$ cat config.mk
export PLATFORM = sky130hd
export DESIGN_NAME = alu_seq
export DESIGN_NICKNAME = d
export VERILOG_FILES = /design/src/rtl/alu_seq_pkg.sv /design/src/rtl/alu_seq_core.sv /design/src/rtl/alu_seq.sv
export SDC_FILE = /design/constraint.sdc
export NUM_CORES = 1
export LEC_CHECK = 0
export CAP_MARGIN = 10
export CORE_ASPECT_RATIO = 0.8
export CORE_UTILIZATION = 55
export DETAILED_ROUTE_END_ITERATION = 10
export GPL_TIMING_DRIVEN = 0
export HOLD_SLACK_MARGIN = 0.03
export PLACE_DENSITY_LB_ADDON = 0.05
export SETUP_SLACK_MARGIN = 0.5
export SLEW_MARGIN = 20
export SYNTH_ARGS = -nofsm -noshare
export SYNTH_HDL_FRONTEND = slang
export SYNTH_SLANG_ARGS = --single-unit
$ cat constraint.sdc
create_clock -name clk -period 5.3 [get_ports clk]
set_input_delay 1.06 -clock clk [delete_from_list [all_inputs] [get_ports clk]]
set_output_delay 1.06 -clock clk [all_outputs]
set_load 0.01 [all_outputs]
$ cat src/rtl/alu_seq_pkg.sv
`default_nettype none
// +----------------------------------------------------------------------+
// | alu_seq_pkg : shared encodings for the handshaked sequential ALU     |
// | Revision    : 1.0                                                    |
// +----------------------------------------------------------------------+
package alu_seq_pkg;

  localparam logic [1:0] PRE_PASS = 2'b00;
  localparam logic [1:0] PRE_ZERO = 2'b01;
  localparam logic [1:0] PRE_INV  = 2'b10;

  typedef enum logic {
    MODE_LA  = 1'b0,
    MODE_MUL = 1'b1
  } mode_e;

  typedef enum logic [1:0] {
    S_IDLE = 2'd0,
    S_MUL  = 2'd1,
    S_FIN  = 2'd2
  } state_e;

  localparam int SEL_XPRE_MSB = 5;
  localparam int SEL_XPRE_LSB = 4;
  localparam int SEL_YPRE_MSB = 3;
  localparam int SEL_YPRE_LSB = 2;
  localparam int SEL_FUNC     = 1;
  localparam int SEL_INV      = 0;

endpackage
`default_nettype wire

$ cat src/rtl/alu_seq_core.sv
`default_nettype none
// +----------------------------------------------------------------------+
// | alu_seq_core : AND/ADD function, output invert and result flags      |
// | Revision     : 1.0                                                   |
// +----------------------------------------------------------------------+
module alu_seq_core #(
  parameter int WIDTH = 16
) (
  input  logic [WIDTH-1:0] a_i,
  input  logic [WIDTH-1:0] b_i,
  input  logic             func_i,
  input  logic             inv_i,
  input  logic             mul_en_i,
  input  logic [WIDTH-1:0] mul_r_i,
  input  logic             mul_ov_i,
  output logic [WIDTH-1:0] out_o,
  output logic             zr_o,
  output logic             ng_o,
  output logic             co_o,
  output logic             ov_o
);

  logic [WIDTH:0]   sum;
  logic [WIDTH-1:0] r;

  assign sum = {1'b0, a_i} + {1'b0, b_i};

  // Carry and overflow describe r itself, before the optional inversion.
  always_comb begin
    r    = a_i & b_i;
    co_o = 1'b0;
    ov_o = 1'b0;
    if (mul_en_i) begin
      r    = mul_r_i;
      ov_o = mul_ov_i;
    end else if (func_i) begin
      r    = sum[WIDTH-1:0];
      co_o = sum[WIDTH];
      ov_o = (a_i[WIDTH-1] == b_i[WIDTH-1]) && (sum[WIDTH-1] != a_i[WIDTH-1]);
    end
  end

  assign out_o = inv_i ? ~r : r;
  assign zr_o  = (out_o == '0);
  assign ng_o  = out_o[WIDTH-1];

endmodule
`default_nettype wire

$ cat src/rtl/alu_seq.sv
`default_nettype none
// +----------------------------------------------------------------------+
// | alu_seq  : handshaked Hack-style ALU with iterative signed multiply  |
// | Revision : 1.0                                                       |
// +----------------------------------------------------------------------+
module alu_seq
  import alu_seq_pkg::*;
#(
  parameter int WIDTH = 16
) (
  input  logic             clk,
  input  logic             reset,
  input  logic             in_valid,
  output logic             in_ready,
  input  logic [WIDTH-1:0] x,
  input  logic [WIDTH-1:0] y,
  input  logic [5:0]       select,
  input  logic             mode,
  output logic             out_valid,
  input  logic             out_ready,
  output logic [WIDTH-1:0] out,
  output logic             zr,
  output logic             ng,
  output logic             co,
  output logic             ov
);

  localparam int            CW        = $clog2(WIDTH) + 1;
  localparam logic [CW-1:0] LAST_STEP = CW'(WIDTH - 2);

  state_e             state_q;
  logic [CW-1:0]      cnt_q;
  logic [2*WIDTH-1:0] acc_q;
  logic [2*WIDTH-1:0] mcand_q;
  logic [WIDTH-1:0]   mplier_q;
  logic               neg_q;
  logic               inv_q;
  logic               out_valid_q;
  logic [WIDTH-1:0]   out_q;
  logic               zr_q, ng_q, co_q, ov_q;

  logic [WIDTH-1:0]   a, b, a_mag, b_mag;
  logic [2*WIDTH-1:0] acc_d, prod;
  logic               mul_ov, fin, out_take, hs;
  logic [WIDTH-1:0]   core_out;
  logic               core_zr, core_ng, core_co, core_ov;

  function automatic logic [WIDTH-1:0] pre_op(input logic [WIDTH-1:0] v, input logic [1:0] op);
    case (op)
      PRE_PASS: return v;
      PRE_INV:  return ~v;
      default:  return '0;
    endcase
  endfunction

  assign a     = pre_op(x, select[SEL_XPRE_MSB:SEL_XPRE_LSB]);
  assign b     = pre_op(y, select[SEL_YPRE_MSB:SEL_YPRE_LSB]);
  assign a_mag = a[WIDTH-1] ? -a : a;
  assign b_mag = b[WIDTH-1] ? -b : b;

  // The final shift-add step is folded into FIN, so acc_d there is the full magnitude product.
  assign acc_d  = acc_q + (mplier_q[0] ? mcand_q : '0);
  assign prod   = neg_q ? -acc_d : acc_d;
  assign mul_ov = !((&prod[2*WIDTH-1:WIDTH-1]) || !(|prod[2*WIDTH-1:WIDTH-1]));
  assign fin    = (state_q == S_FIN);

  alu_seq_core #(.WIDTH(WIDTH)) u_core (
    .a_i      (a),
    .b_i      (b),
    .func_i   (select[SEL_FUNC]),
    .inv_i    (fin ? inv_q : select[SEL_INV]),
    .mul_en_i (fin),
    .mul_r_i  (prod[WIDTH-1:0]),
    .mul_ov_i (mul_ov),
    .out_o    (core_out),
    .zr_o     (core_zr),
    .ng_o     (core_ng),
    .co_o     (core_co),
    .ov_o     (core_ov)
  );

  assign out_take = !out_valid_q || out_ready;
  assign in_ready = (state_q == S_IDLE) && out_take && !reset;
  assign hs       = in_valid && in_ready;

  always_ff @(posedge clk) begin
    if (reset) begin
      state_q     <= S_IDLE;
      cnt_q       <= '0;
      acc_q       <= '0;
      mcand_q     <= '0;
      mplier_q    <= '0;
      neg_q       <= 1'b0;
      inv_q       <= 1'b0;
      out_valid_q <= 1'b0;
      out_q       <= '0;
      zr_q        <= 1'b0;
      ng_q        <= 1'b0;
      co_q        <= 1'b0;
      ov_q        <= 1'b0;
    end else begin
      if (out_valid_q && out_ready) out_valid_q <= 1'b0;
      case (state_q)
        S_IDLE: begin
          if (hs) begin
            if (mode_e'(mode) == MODE_MUL) begin
              mcand_q  <= {{WIDTH{1'b0}}, a_mag};
              mplier_q <= b_mag;
              neg_q    <= a[WIDTH-1] ^ b[WIDTH-1];
              inv_q    <= select[SEL_INV];
              acc_q    <= '0;
              cnt_q    <= '0;
              state_q  <= S_MUL;
            end else begin
              out_q       <= core_out;
              zr_q        <= core_zr;
              ng_q        <= core_ng;
              co_q        <= core_co;
              ov_q        <= core_ov;
              out_valid_q <= 1'b1;
            end
          end
        end
        S_MUL: begin
          acc_q    <= acc_d;
          mcand_q  <= mcand_q << 1;
          mplier_q <= mplier_q >> 1;
          cnt_q    <= cnt_q + 1'b1;
          if (cnt_q == LAST_STEP) state_q <= S_FIN;
        end
        S_FIN: begin
          if (out_take) begin
            out_q       <= core_out;
            zr_q        <= core_zr;
            ng_q        <= core_ng;
            co_q        <= core_co;
            ov_q        <= core_ov;
            out_valid_q <= 1'b1;
            cnt_q       <= '0;
            state_q     <= S_IDLE;
          end
        end
        default: state_q <= S_IDLE;
      endcase
    end
  end

  assign out_valid = out_valid_q;
  assign out       = out_q;
  assign zr        = zr_q;
  assign ng        = ng_q;
  assign co        = co_q;
  assign ov        = ov_q;

endmodule
`default_nettype wire

==> metrics.txt, run 1 <==
# TYPE chip_impl_metric gauge
chip_impl_metric{name="finalSetupViolations",unit=""} 0
chip_impl_metric{name="netlist_area",unit="mm2"} 0.009610
chip_impl_metric{name="powerDensity",unit="mW/mm2"} 189.2
chip_impl_info{name="leading_post_synthesis_cells_by_instance_count",value="sky130_fd_sc_hd__nor2_1 (190), sky130_fd_sc_hd__a21oi_1 (118), sky130_fd_sc_hd__dfxtp_1 (109), sky130_fd_sc_hd__nand2_1 (107), sky130_fd_sc_hd__xnor2_1 (82)"} 1
chip_impl_metric{name="synthDistinctLibCells",unit=""} 76
chip_impl_metric{name="grt_max_degree",unit=""} 19
chip_impl_metric{name="tritoncts_num_sinks",unit=""} 109
chip_impl_metric{name="final_layout_size_suffix_gt1_frac",unit=""} 0.1008
chip_impl_metric{name="number_of_maximum_capacitance_constraint_violations",unit=""} 0
chip_impl_metric{name="antenna_violations_before_repair",unit=""} 0
chip_impl_metric{name="nNetsFinal",unit=""} 1511
chip_impl_metric{name="count_of_warnings_emitted_by_yosys",unit=""} 0
chip_impl_metric{name="timing.critical_path.fanout_max",unit=""} 7
chip_impl_metric{name="drtAntennaViolNets",unit=""} 0
chip_impl_metric{name="seqCellArea",unit="mm2"} 0.002186
chip_impl_metric{name="vdd_ir_drop_max",unit="uV"} 180.4
chip_impl_metric{name="gpl.final_weighted_congestion",unit=""} 0.9210
chip_impl_metric{name="place_hpwl",unit="um"} 23970
chip_impl_info{name="tritoncts",value="yes"} 1
chip_impl_info{name="chain_of_cells_forming_the_critical_path",value="clkbuf_8 -> and2_4 -> ha_4 -> fa_2 -> a21o_4 -> a22o_1 -> a221o_1 -> or2_4 -> or3_4 -> or4b_4 -> buf_6 -> or4b_1 -> a21o_1 -> a2111oi_4 -> o2111ai_1 -> o41a_1 -> o21a_1"} 1
chip_impl_metric{name="ff2ff_path_depth",unit=""} 17
chip_impl_metric{name="synth_async_sr_flop_share",unit=""} 0
chip_impl_metric{name="cts.hold.buffers_added",unit=""} 0
chip_impl_info{name="synth-main-ff-cell",value="sky130_fd_sc_hd__dfxtp_1"} 1
chip_impl_metric{name="multi_input_comb_area",unit="mm2"} 0.007455
chip_impl_metric{name="routedWlPerCell",unit="um"} 19.15
chip_impl_metric{name="final.hold.worst_slack",unit="ns"} 0.4566
chip_impl_metric{name="cts_htree_levels",unit=""} 3
chip_impl_metric{name="syn-mean-instance-area",unit="um2"} 7.270
chip_impl_metric{name="die_w",unit="um"} 149.8
chip_impl_info{name="synth_top_cells_by_area",value="sky130_fd_sc_hd__dfxtp_1 (23%), sky130_fd_sc_hd__xnor2_1 (7.5%), sky130_fd_sc_hd__nor2_1 (7.4%)"} 1
chip_impl_info{name="cpMaxStageDelayCell",value="sky130_fd_sc_hd__or4b_4"} 1
chip_impl_metric{name="number_of_i_o_pins",unit=""} 65
chip_impl_metric{name="synth_top_area_share",unit=""} 0.2271
chip_impl_metric{name="tritoncts.num_buffers",unit=""} 9
chip_impl_info{name="rsz_0062_raised_after_global_routing",value="yes"} 1
chip_impl_metric{name="max_freq",unit="GHz"} 0.1930
chip_impl_metric{name="shortest_clock_period_the_worst_path_allows_after_layout",unit="ns"} 5.182
chip_impl_metric{name="critical_path_arrival",unit="ns"} 5.44
chip_impl_info{name="clockRootBuffer",value="sky130_fd_sc_hd__clkbuf_16"} 1
chip_impl_metric{name="dr_total_vias",unit=""} 10299
chip_impl_info{name="worstSetupStartpointType",value="flip-flop"} 1
chip_impl_metric{name="final_min_period_over_clock_period",unit=""} 0.9776
chip_impl_metric{name="detailed_router_iteration_count_before_antenna_repair",unit=""} 6
chip_impl_metric{name="holdPathStages",unit=""} 2
chip_impl_metric{name="grt_first_pass_wirelength",unit="um"} 48330
chip_impl_metric{name="first_iter_violations",unit=""} 1267
chip_impl_metric{name="fin_worst_skew",unit="ns"} 0.01038
chip_impl_info{name="worstReg2RegStart",value="mplier_q[0]"} 1
chip_impl_metric{name="floorplan.die_area",unit="mm2"} 0.01801
chip_impl_metric{name="track_usage",unit=""} 0.3461
chip_impl_info{name="synth_largest_area_cell",value="sky130_fd_sc_hd__dfxtp_1"} 1
chip_impl_info{name="timing.hold.worst.start",value="out[3]"} 1
chip_impl_metric{name="preCtsSetupSlack",unit="ns"} -0.6328
chip_impl_metric{name="syn_inst",unit=""} 1322
chip_impl_metric{name="io_buffers",unit=""} 62
chip_impl_metric{name="chipHeight",unit="um"} 120.2
chip_impl_metric{name="synth.net_count",unit=""} 1419
chip_impl_metric{name="final_max_slew_viol_count",unit=""} 0
chip_impl_metric{name="layout-area-overhead-vs-synth",unit="%"} 19.80
chip_impl_metric{name="timing_worst_slew_pin_value",unit="ns"} 0.9383
chip_impl_metric{name="max-clock-path-buffers",unit=""} 2
chip_impl_info{name="reg2reg_to",value="ov"} 1
chip_impl_metric{name="slew_headroom",unit=""} 0.3700
chip_impl_metric{name="worst_slack",unit="ns"} 0.1185
chip_impl_metric{name="p_leak",unit="nW"} 4.369
chip_impl_metric{name="drt-total-wl",unit="um"} 31410
chip_impl_metric{name="rrSetupSlack",unit="ns"} 0.12
chip_impl_metric{name="cts.reportedPaths.clkPinSlew",unit="ns"} 0.08
chip_impl_metric{name="post-route-drc-count",unit=""} 0
chip_impl_metric{name="yosysSeqAreaShare",unit=""} 0.2271
chip_impl_info{name="setup.worst_path.end_class",value="flip-flop"} 1
chip_impl_metric{name="coreArea",unit="mm2"} 0.01682
chip_impl_metric{name="start_util",unit=""} 0.5715
chip_impl_metric{name="grt_pass1_vias",unit=""} 9166
chip_impl_metric{name="ys_ff_latch",unit=""} 109
chip_impl_metric{name="std_cell_rows",unit=""} 42
chip_impl_metric{name="fin_total_pwr",unit="W"} 0.002179
chip_impl_info{name="criticalPathCategory",value="reg2reg"} 1
chip_impl_metric{name="crit_path_max_incr_delay",unit="ns"} 0.53
chip_impl_metric{name="final-hold-violation-count",unit=""} 0
chip_impl_metric{name="post_drt_via_cell_ratio",unit=""} 6.280
chip_impl_info{name="result_of_the_run",value="finished clean"} 1
chip_impl_metric{name="num-fill-cells",unit=""} 1460
chip_impl_metric{name="grt_remaining_overflow",unit=""} 0
chip_impl_info{name="post-synth-top-count-cell",value="sky130_fd_sc_hd__nor2_1"} 1
chip_impl_metric{name="synth-edff-count",unit=""} 0
chip_impl_metric{name="worstPathRequired",unit="ns"} 5.56
chip_impl_metric{name="clk_latency",unit="ns"} 0.36
chip_impl_info{name="hp-class",value="reg2reg"} 1
chip_impl_info{name="hold_path_end",value="out[3]"} 1
flip-flops by register name, indices dropped and copies added (netlist names):
| register | flops |
|---|---|
| acc_q | 32 |
| cnt_q | 5 |
| co | 1 |
| inv_q | 1 |
| mcand_q | 32 |
| mplier_q | 16 |
| neg_q | 1 |
| out | 16 |
| out_valid | 1 |
| ov | 1 |
| state_q | 2 |
| zr | 1 |
what timing repair did:
action	CTS	global route
setup endpoints to repair	6	4
pin swaps	13	21
resized for setup	65	66
buffers inserted	11	8
layer usage:
layer / vias up / track usage / wire [um]
li1: 4953 / - / -
met1: 4884 / 0.5102 / 14900
met2: 424 / 0.5023 / 13060
met3: 38 / 0.08830 / 3007
met4: 0 / 0.07008 / 437
met5: - / 0 / 0
area by class of cell:
type / count / share of cell area
antenna: 1 / 0.0002173
buffer: 86 / 0.03608
clock buffer: 10 / 0.02076
clock inverter: 6 / 0.004021
inverter: 34 / 0.01108
multi-input combinational: 1093 / 0.6475
sequential: 109 / 0.1899
tap: 220 / 0.02391
timing repair buffer: 81 / 0.06662
worst max-delay path: cells and delay by family (launching register included):
kind	cells	cell delay (ns)
flip-flops	1	0.38
AND/OR/NAND/NOR	5	1.87
adder cells (fa/ha/maj)	2	0.55
AO/OA/AOI/OAI	8	1.99
buffers and inverters	2	0.30
worst max-delay path by stage:
stage	start	endpoint	slack, ns	cells after the start
CTS	mplier_q[0]	ov	0.17	18
global route	mplier_q[0]	ov	0.07	17
floorplan	mplier_q[0]	ov	0.41	18
finish	mplier_q[0]	ov	0.12	17
global placement	select[4]	zr	-0.61	17
detailed placement	select[4]	zr	-0.63	17
report_power, final:
group / total [W] / leakage [nW] / internal, W / switching, W
Combinational: 0.000639 / 3.35 / 0.000252 / 0.000387
Clock: 0.000678 / 0.135 / 0.000336 / 0.000342
Sequential: 0.000862 / 0.883 / 0.000843 / 0.0000189
metrics by stage:
stage | TNS [ns] | cell area [um2] | util | cells
global route | 0 | 11510 | 0.6845 | 1639
CTS | 0 | 11170 | 0.6642 | 1631
floorplan | 0 | 9658 | - | 1322
global placement | -1.329 | 10550 | 0.6276 | 1604
finish | 0 | 11510 | 0.6847 | 1640
detailed placement | -1.391 | 10550 | 0.6276 | 1604
cell usage in the layout (no fill, tap or decap), drive strengths merged, types with 6 or more instances in the layout:
cell type        n
and4             7
xor2            47
nand4           11
nand3           30
nor4            10
clkbuf          83
buf             32
o21a            10
inv             36
or2              7
nor2           190
o211ai          20
a21oi          118
o21bai           7
clkdlybuf4s50   62
and3            14
o21ai           66
or4              6
dfxtp          109
mux2i           12
a22oi           47
o31ai           14
a211oi          39
and2            37
a21o            13
nand2          107
a31oi           10
nand2b          11
nor2b            7
nor3            28
or3             20
xnor2           82
ha              52
logic make-up (layout without fill, tap and decap cells):
kind of cell / Yosys count / count (layout) / synth area share
buf+inv: 120 / 217 / 0.04752
simple gates: 502 / 502 / 0.2504
fa+ha+maj: 54 / 54 / 0.07187
flops: 109 / 109 / 0.2271
other cells: 0 / 1 / 0
compound gates: 396 / 396 / 0.2731
xor+xnor: 129 / 129 / 0.1176
mux: 12 / 12 / 0.01250
Power figures use the tool's default switching activity.
==> inputs of run 2 (changes only) <==
Settings changed: ABC_AREA set to 0, CORE_MARGIN set to 3, SLEW_MARGIN 20 to unset.
==> run 2 against run 1 <==
Via count shrank 0.42%. Utilization shrank 0.56 points. Worst setup slack gained 0.071 ns.
==> metrics.txt, run 2 (synthesized netlist as in run 1, its figures left out) <==
# TYPE chip_impl_metric gauge
chip_impl_info{name="result_of_the_run",value="finished clean"} 1
chip_impl_metric{name="grt_max_degree",unit=""} 19
chip_impl_metric{name="holdPathStages",unit=""} 2
chip_impl_metric{name="antenna_cells",unit=""} 0
chip_impl_metric{name="slew_headroom",unit=""} 0.3127
chip_impl_info{name="biggest_registers_after_layout",value="acc_q (32), mcand_q (32)"} 1
chip_impl_info{name="rsz_0062_raised_after_global_routing",value="yes"} 1
chip_impl_info{name="critical_path.startpoint",value="mplier_q[0]"} 1
chip_impl_metric{name="post_layout_nonfiller_instances",unit=""} 1640
chip_impl_metric{name="grt_first_pass_wirelength",unit="um"} 49060
chip_impl_metric{name="fin_worst_skew",unit="ns"} 0.01601
chip_impl_info{name="worstReg2RegStart",value="mplier_q[0]"} 1
chip_impl_metric{name="grt_pass1_vias",unit=""} 9111
chip_impl_metric{name="number_of_i_o_pins",unit=""} 65
chip_impl_metric{name="dr_total_vias",unit=""} 10256
chip_impl_metric{name="tritoncts.num_buffers",unit=""} 9
chip_impl_info{name="layout.cells.most_common_list",value="sky130_fd_sc_hd__nor2_1 (181), sky130_fd_sc_hd__a21oi_1 (114), sky130_fd_sc_hd__dfxtp_1 (108), sky130_fd_sc_hd__nand2_1 (107), sky130_fd_sc_hd__xnor2_1 (79)"} 1
chip_impl_metric{name="nNetsFinal",unit=""} 1513
chip_impl_metric{name="number_of_maximum_capacitance_constraint_violations",unit=""} 0
chip_impl_metric{name="layout-area-overhead-vs-synth",unit="%"} 18.83
chip_impl_metric{name="timing.critical_path.fanout_max",unit=""} 8
chip_impl_metric{name="critical_path_arrival",unit="ns"} 5.37
chip_impl_metric{name="grt_remaining_overflow",unit=""} 0
chip_impl_info{name="timing.hold.worst.start",value="out[1]"} 1
chip_impl_metric{name="max_freq",unit="GHz"} 0.1957
chip_impl_metric{name="post-route-drc-count",unit=""} 0
chip_impl_metric{name="first_iter_violations",unit=""} 1247
chip_impl_metric{name="powerDensity",unit="mW/mm2"} 191.5
chip_impl_metric{name="rrSetupSlack",unit="ns"} 0.19
chip_impl_metric{name="max-clock-path-buffers",unit=""} 2
chip_impl_metric{name="chipHeight",unit="um"} 124.2
chip_impl_metric{name="cts.reportedPaths.clkPinSlew",unit="ns"} 0.08
chip_impl_metric{name="final_max_slew_viol_count",unit=""} 0
chip_impl_info{name="clockRootBuffer",value="sky130_fd_sc_hd__clkbuf_16"} 1
chip_impl_metric{name="final_min_period_over_clock_period",unit=""} 0.9642
chip_impl_metric{name="io_buffers",unit=""} 62
chip_impl_metric{name="tritoncts_num_sinks",unit=""} 109
chip_impl_metric{name="post_drt_via_cell_ratio",unit=""} 6.254
chip_impl_metric{name="shortest_clock_period_the_worst_path_allows_after_layout",unit="ns"} 5.110
chip_impl_info{name="hold_path_end",value="out[1]"} 1
chip_impl_metric{name="coreArea",unit="mm2"} 0.01682
chip_impl_metric{name="gpl.final_weighted_congestion",unit=""} 0.9544
chip_impl_metric{name="floorplan.die_area",unit="mm2"} 0.01911
chip_impl_metric{name="track_usage",unit=""} 0.3148
chip_impl_info{name="worstSetupStartpointType",value="flip-flop"} 1
chip_impl_metric{name="ff2ff_path_depth",unit=""} 18
chip_impl_metric{name="final-hold-violation-count",unit=""} 0
chip_impl_info{name="mostFrequentLayoutCell",value="sky130_fd_sc_hd__nor2_1"} 1
chip_impl_metric{name="post-place-cells",unit=""} 1604
chip_impl_metric{name="finalSetupViolations",unit=""} 0
chip_impl_metric{name="final_layout_size_suffix_gt1_frac",unit=""} 0.09296
chip_impl_metric{name="worstPathRequired",unit="ns"} 5.56
chip_impl_metric{name="antenna_violations_before_repair",unit=""} 0
chip_impl_metric{name="routedWlPerCell",unit="um"} 19.41
chip_impl_metric{name="detailed_router_iteration_count_before_antenna_repair",unit=""} 7
chip_impl_metric{name="timing_worst_slew_pin_value",unit="ns"} 1.027
chip_impl_metric{name="clk_latency",unit="ns"} 0.37
chip_impl_info{name="criticalPathCategory",value="reg2reg"} 1
chip_impl_metric{name="final.hold.worst_slack",unit="ns"} 0.4606
chip_impl_metric{name="vdd_ir_drop_max",unit="uV"} 147.1
chip_impl_metric{name="start_util",unit=""} 0.5715
chip_impl_metric{name="std_cell_rows",unit=""} 42
chip_impl_metric{name="die_w",unit="um"} 153.8
chip_impl_metric{name="drtAntennaViolNets",unit=""} 0
chip_impl_metric{name="num-fill-cells",unit=""} 1490
chip_impl_info{name="reg2reg_to",value="ov"} 1
chip_impl_info{name="tritoncts",value="yes"} 1
chip_impl_metric{name="cts_htree_levels",unit=""} 3
chip_impl_info{name="setup.worst_path.end_class",value="flip-flop"} 1
chip_impl_metric{name="drt-total-wl",unit="um"} 31830
chip_impl_metric{name="p_leak",unit="nW"} 4.376
chip_impl_info{name="hp-class",value="reg2reg"} 1
chip_impl_metric{name="place_hpwl",unit="um"} 24100
## run 2: worst max-delay path, stage by stage (launching register included)
cell and delay [ns]:
sky130_fd_sc_hd__dfxtp_4 0.37, sky130_fd_sc_hd__clkbuf_8 0.15, sky130_fd_sc_hd__and2_4 0.14, sky130_fd_sc_hd__ha_4 0.16
sky130_fd_sc_hd__fa_2 0.36, sky130_fd_sc_hd__a21o_4 0.24, sky130_fd_sc_hd__a221oi_4 0.31, sky130_fd_sc_hd__buf_6 0.17
sky130_fd_sc_hd__xnor2_4 0.07, sky130_fd_sc_hd__a2111o_1 0.36, sky130_fd_sc_hd__or3_4 0.36, sky130_fd_sc_hd__or4b_4 0.53
sky130_fd_sc_hd__buf_6 0.14, sky130_fd_sc_hd__or4b_1 0.49, sky130_fd_sc_hd__a21o_1 0.22, sky130_fd_sc_hd__a2111oi_4 0.29
sky130_fd_sc_hd__o2111ai_1 0.14, sky130_fd_sc_hd__o41a_1 0.32, sky130_fd_sc_hd__o21a_1 0.18
## run 2: worst max path at each step
stage	to	slack [ns]
4_1_cts	ov	0.26
3_3_place_gp	zr	-0.54
3_5_place_dp	zr	-0.59
6_report	ov	0.19
2_1_floorplan	ov	0.41
5_1_grt	ov	0.04
## run 2: through the flow
| stage | power (W) | setup WS [ns] | setup TNS, ns | utilization | cell area, um2 |
|---|---|---|---|---|---|
| floorplan | 0.001270 | 0.4135 | 0 | - | 9658 |
| global placement | 0.001444 | -0.5367 | -1.124 | 0.6276 | 10550 |
| detailed placement | 0.001448 | -0.5938 | -1.308 | 0.6276 | 10550 |
| CTS | 0.002159 | 0.2594 | 0 | 0.6671 | 11220 |
| global route | 0.002272 | 0.04287 | 0 | 0.6791 | 11420 |
| finish | 0.002186 | 0.1897 | 0 | 0.6791 | 11420 |
## run 2: what timing repair did
| action | 4_1_cts | 5_1_grt |
|---|---|---|
| setup endpoints to repair | 5 | 3 |
| endpoints found under the hold margin | 0 | 0 |
| pin swaps | 12 | 11 |
| setup buffers | 15 | 6 |
| gates resized for setup | 70 | 33 |
| cloned | 0 | 0 |
| hold buffers | 0 | 0 |
## run 2: layout make-up
| cell class | instances | area (um2) | share of cell area |
|---|---|---|---|
| inverter | 34 | 127.6 | 0.01118 |
| tap | 220 | 275.3 | 0.02410 |
| clock inverter | 5 | 43.79 | 0.003835 |
| timing repair buffer | 83 | 785.8 | 0.06881 |
| buffer | 86 | 416.7 | 0.03649 |
| multi-input combinational | 1093 | 7346 | 0.6433 |
| clock buffer | 10 | 239.0 | 0.02093 |
| sequential | 109 | 2186 | 0.1914 |
## run 2: power by group
group	switching (W)	internal (W)	total (W)	leakage (nW)
registers	0.0000190	0.000843	0.000862	0.883
clock network	0.000349	0.000336	0.000685	0.133
logic	0.000385	0.000254	0.000640	3.36
## run 2: per-layer routing
metal / global-route usage / wire length [um] / vias up
met3: 0.07342 / 3208 / 47
met5: 0 / 0 / -
li1: - / - / 4961
met2: 0.4522 / 13070 / 457
met4: 0.05867 / 537 / 0
met1: 0.4813 / 15010 / 4791
==> inputs of run 3 (changes only) <==
Settings changed: PLACE_DENSITY set to 0.78, PLACE_DENSITY_LB_ADDON 0.05 to unset.
==> run 3 against run 2 <==
Clock-buffer cell count unchanged. Final cell count is 0.37% lower. Utilization shrank 0.94 points. Sequential share of layout area increased by 0.27 points. Maximum frequency is 0.89% lower. Total power down 0.23%. Design area decreased by 1.4%. Critical endpoint unchanged. Largest cell class unchanged. Highest routed layer unchanged.
==> metrics.txt, run 3 (synthesized netlist as in run 1, its figures left out) <==
# TYPE chip_impl_metric gauge
chip_impl_metric{name="grt_pass1_vias",unit=""} 9440
chip_impl_metric{name="post_layout_nonfiller_instances",unit=""} 1634
chip_impl_metric{name="post_drt_via_cell_ratio",unit=""} 6.406
chip_impl_metric{name="number_of_i_o_pins",unit=""} 65
chip_impl_metric{name="final_layout_size_suffix_gt1_frac",unit=""} 0.07638
chip_impl_metric{name="final_max_slew_viol_count",unit=""} 0
chip_impl_info{name="clockRootBuffer",value="sky130_fd_sc_hd__clkbuf_16"} 1
chip_impl_info{name="mostFrequentLayoutCell",value="sky130_fd_sc_hd__nor2_1"} 1
chip_impl_metric{name="std_cell_rows",unit=""} 42
chip_impl_metric{name="grt_first_pass_wirelength",unit="um"} 49890
chip_impl_metric{name="preCtsSetupSlack",unit="ns"} -0.5923
chip_impl_metric{name="shortest_clock_period_the_worst_path_allows_after_layout",unit="ns"} 5.156
chip_impl_info{name="layout.cells.most_common_list",value="sky130_fd_sc_hd__nor2_1 (184), sky130_fd_sc_hd__a21oi_1 (114), sky130_fd_sc_hd__dfxtp_1 (108), sky130_fd_sc_hd__nand2_1 (107), sky130_fd_sc_hd__xnor2_1 (80)"} 1
chip_impl_info{name="result_of_the_run",value="finished clean"} 1
chip_impl_metric{name="postPlaceCellArea",unit="mm2"} 0.01055
chip_impl_metric{name="track_usage",unit=""} 0.3194
chip_impl_metric{name="grt_max_degree",unit=""} 21
chip_impl_metric{name="ff2ff_path_depth",unit=""} 18
chip_impl_info{name="hp-class",value="reg2reg"} 1
chip_impl_info{name="setup.worst_path.end_class",value="flip-flop"} 1
chip_impl_metric{name="gpl.final_weighted_congestion",unit=""} 0.9775
chip_impl_info{name="worstSetupStartpointType",value="flip-flop"} 1
chip_impl_metric{name="finalSetupViolations",unit=""} 0
chip_impl_metric{name="floorplan.die_area",unit="mm2"} 0.01911
chip_impl_metric{name="fin_worst_skew",unit="ns"} 0.01048
chip_impl_metric{name="p_leak",unit="nW"} 4.342
chip_impl_metric{name="layout-area-overhead-vs-synth",unit="%"} 17.19
chip_impl_metric{name="dr_total_vias",unit=""} 10468
chip_impl_metric{name="postLayoutCellArea",unit="mm2"} 0.01126
chip_impl_metric{name="place_hpwl",unit="um"} 24280
chip_impl_metric{name="drtAntennaViolNets",unit=""} 0
chip_impl_metric{name="post-route-drc-count",unit=""} 0
chip_impl_metric{name="clk_latency",unit="ns"} 0.37
chip_impl_info{name="criticalPathCategory",value="reg2reg"} 1
chip_impl_metric{name="io_buffers",unit=""} 62
chip_impl_metric{name="chipHeight",unit="um"} 124.2
chip_impl_metric{name="routedWlPerCell",unit="um"} 19.17
chip_impl_metric{name="die_w",unit="um"} 153.8
chip_impl_metric{name="powerDensity",unit="mW/mm2"} 193.7
chip_impl_metric{name="max_freq",unit="GHz"} 0.1939
chip_impl_info{name="tritoncts",value="yes"} 1
chip_impl_metric{name="antenna_cells",unit=""} 0
chip_impl_metric{name="slew_headroom",unit=""} 0.1812
chip_impl_metric{name="max-clock-path-buffers",unit=""} 2
chip_impl_metric{name="final_min_period_over_clock_period",unit=""} 0.9729
chip_impl_metric{name="timing.critical_path.fanout_max",unit=""} 10
chip_impl_metric{name="final-hold-violation-count",unit=""} 0
chip_impl_metric{name="final.hold.worst_slack",unit="ns"} 0.4601
chip_impl_metric{name="coreArea",unit="mm2"} 0.01682
chip_impl_metric{name="worst_slack",unit="ns"} 0.1437
chip_impl_metric{name="num-fill-cells",unit=""} 1519
chip_impl_metric{name="worstPathRequired",unit="ns"} 5.57
chip_impl_metric{name="vdd_ir_drop_max",unit="uV"} 182.8
chip_impl_metric{name="post-place-cells",unit=""} 1604
chip_impl_metric{name="detailed_router_iteration_count_before_antenna_repair",unit=""} 6
chip_impl_metric{name="start_util",unit=""} 0.5715
chip_impl_metric{name="antenna_violations_before_repair",unit=""} 0
chip_impl_metric{name="critical_path_arrival",unit="ns"} 5.42
chip_impl_metric{name="holdPathStages",unit=""} 2
chip_impl_metric{name="nNetsFinal",unit=""} 1506
chip_impl_metric{name="grt_remaining_overflow",unit=""} 0
chip_impl_metric{name="cts.reportedPaths.clkPinSlew",unit="ns"} 0.08
chip_impl_metric{name="number_of_maximum_capacitance_constraint_violations",unit=""} 0
chip_impl_metric{name="cts_htree_levels",unit=""} 3
chip_impl_info{name="rsz_0062_raised_after_global_routing",value="yes"} 1
chip_impl_metric{name="first_iter_violations",unit=""} 1300
chip_impl_metric{name="tritoncts_num_sinks",unit=""} 109
chip_impl_metric{name="cts.hold.buffers_added",unit=""} 0
chip_impl_metric{name="timing_worst_slew_pin_value",unit="ns"} 1.220
chip_impl_info{name="biggest_registers_after_layout",value="acc_q (32), mcand_q (32)"} 1
chip_impl_metric{name="tritoncts.num_buffers",unit=""} 9
chip_impl_metric{name="drt-total-wl",unit="um"} 31320
[run 3: through the flow]
| stage | total power (W) | setup TNS, ns | utilization |
|---|---|---|---|
| after CTS | 0.002161 | 0 | 0.6646 |
| after global routing | 0.002272 | 0 | 0.6697 |
| after global placement | 0.001441 | -1.002 | 0.6276 |
| after detailed placement | 0.001451 | -1.331 | 0.6276 |
| after floorplan | 0.001270 | 0 | - |
| final | 0.002181 | 0 | 0.6697 |
[run 3: layer usage]
layer | routed length (um) | vias to the layer above | track usage
li1 | - | 4952 | -
met1 | 14350 | 4912 | 0.4792
met2 | 12520 | 552 | 0.4475
met3 | 3910 | 52 | 0.1006
met4 | 542 | 0 | 0.06490
met5 | 0 | - | 0
[run 3: timing repair]
item / in CTS / in global routing
buffers inserted: 12 / 2
resized for setup: 59 / 19
setup endpoints to repair: 8 / 4
pin swaps: 16 / 5
[run 3: worst paths after layout]
check                                 start           to  slack (ns)
worst max-delay path            mplier_q[0]           ov        0.14
worst min-delay path            mplier_q[3]  mplier_q[3]        0.46
worst max register to register  mplier_q[0]           ov        0.14
worst min register to register  mplier_q[3]  mplier_q[3]        0.46
[run 3: critical path: stages, from the launching register on]
cell and delay (ns):
sky130_fd_sc_hd__dfxtp_4 0.38, sky130_fd_sc_hd__clkbuf_8 0.16, sky130_fd_sc_hd__and2_4 0.14, sky130_fd_sc_hd__ha_4 0.17, sky130_fd_sc_hd__fa_2 0.37, sky130_fd_sc_hd__a21o_4 0.25
sky130_fd_sc_hd__a221oi_4 0.31, sky130_fd_sc_hd__o21bai_2 0.13, sky130_fd_sc_hd__a2111oi_2 0.32, sky130_fd_sc_hd__and4b_2 0.30, sky130_fd_sc_hd__or4_1 0.54, sky130_fd_sc_hd__clkbuf_8 0.17
sky130_fd_sc_hd__or4_4 0.48, sky130_fd_sc_hd__clkbuf_8 0.17, sky130_fd_sc_hd__o31ai_4 0.17, sky130_fd_sc_hd__xnor2_1 0.12, sky130_fd_sc_hd__a2111o_1 0.42, sky130_fd_sc_hd__a2111o_1 0.35
sky130_fd_sc_hd__o21a_1 0.10
[run 3: report_power, final]
group | total (W) | internal (W) | leakage (nW) | switching [W]
registers | 0.000863 | 0.000843 | 0.883 | 0.0000196
logic | 0.000626 | 0.000245 | 3.31 | 0.000380
clock network | 0.000693 | 0.000346 | 0.149 | 0.000347
[run 3: layout make-up]
type / instances / area [um2] / area share
Sequential cell: 109 / 2186 / 0.1941
Inverter: 34 / 127.6 / 0.01133
Clock buffer: 10 / 239.0 / 0.02122
Timing Repair Buffer: 76 / 729.5 / 0.06477
Clock inverter: 6 / 62.56 / 0.005555
Buffer: 86 / 411.6 / 0.03655
Tap cell: 220 / 275.3 / 0.02444
Multi-Input combinational cell: 1093 / 7231 / 0.6420
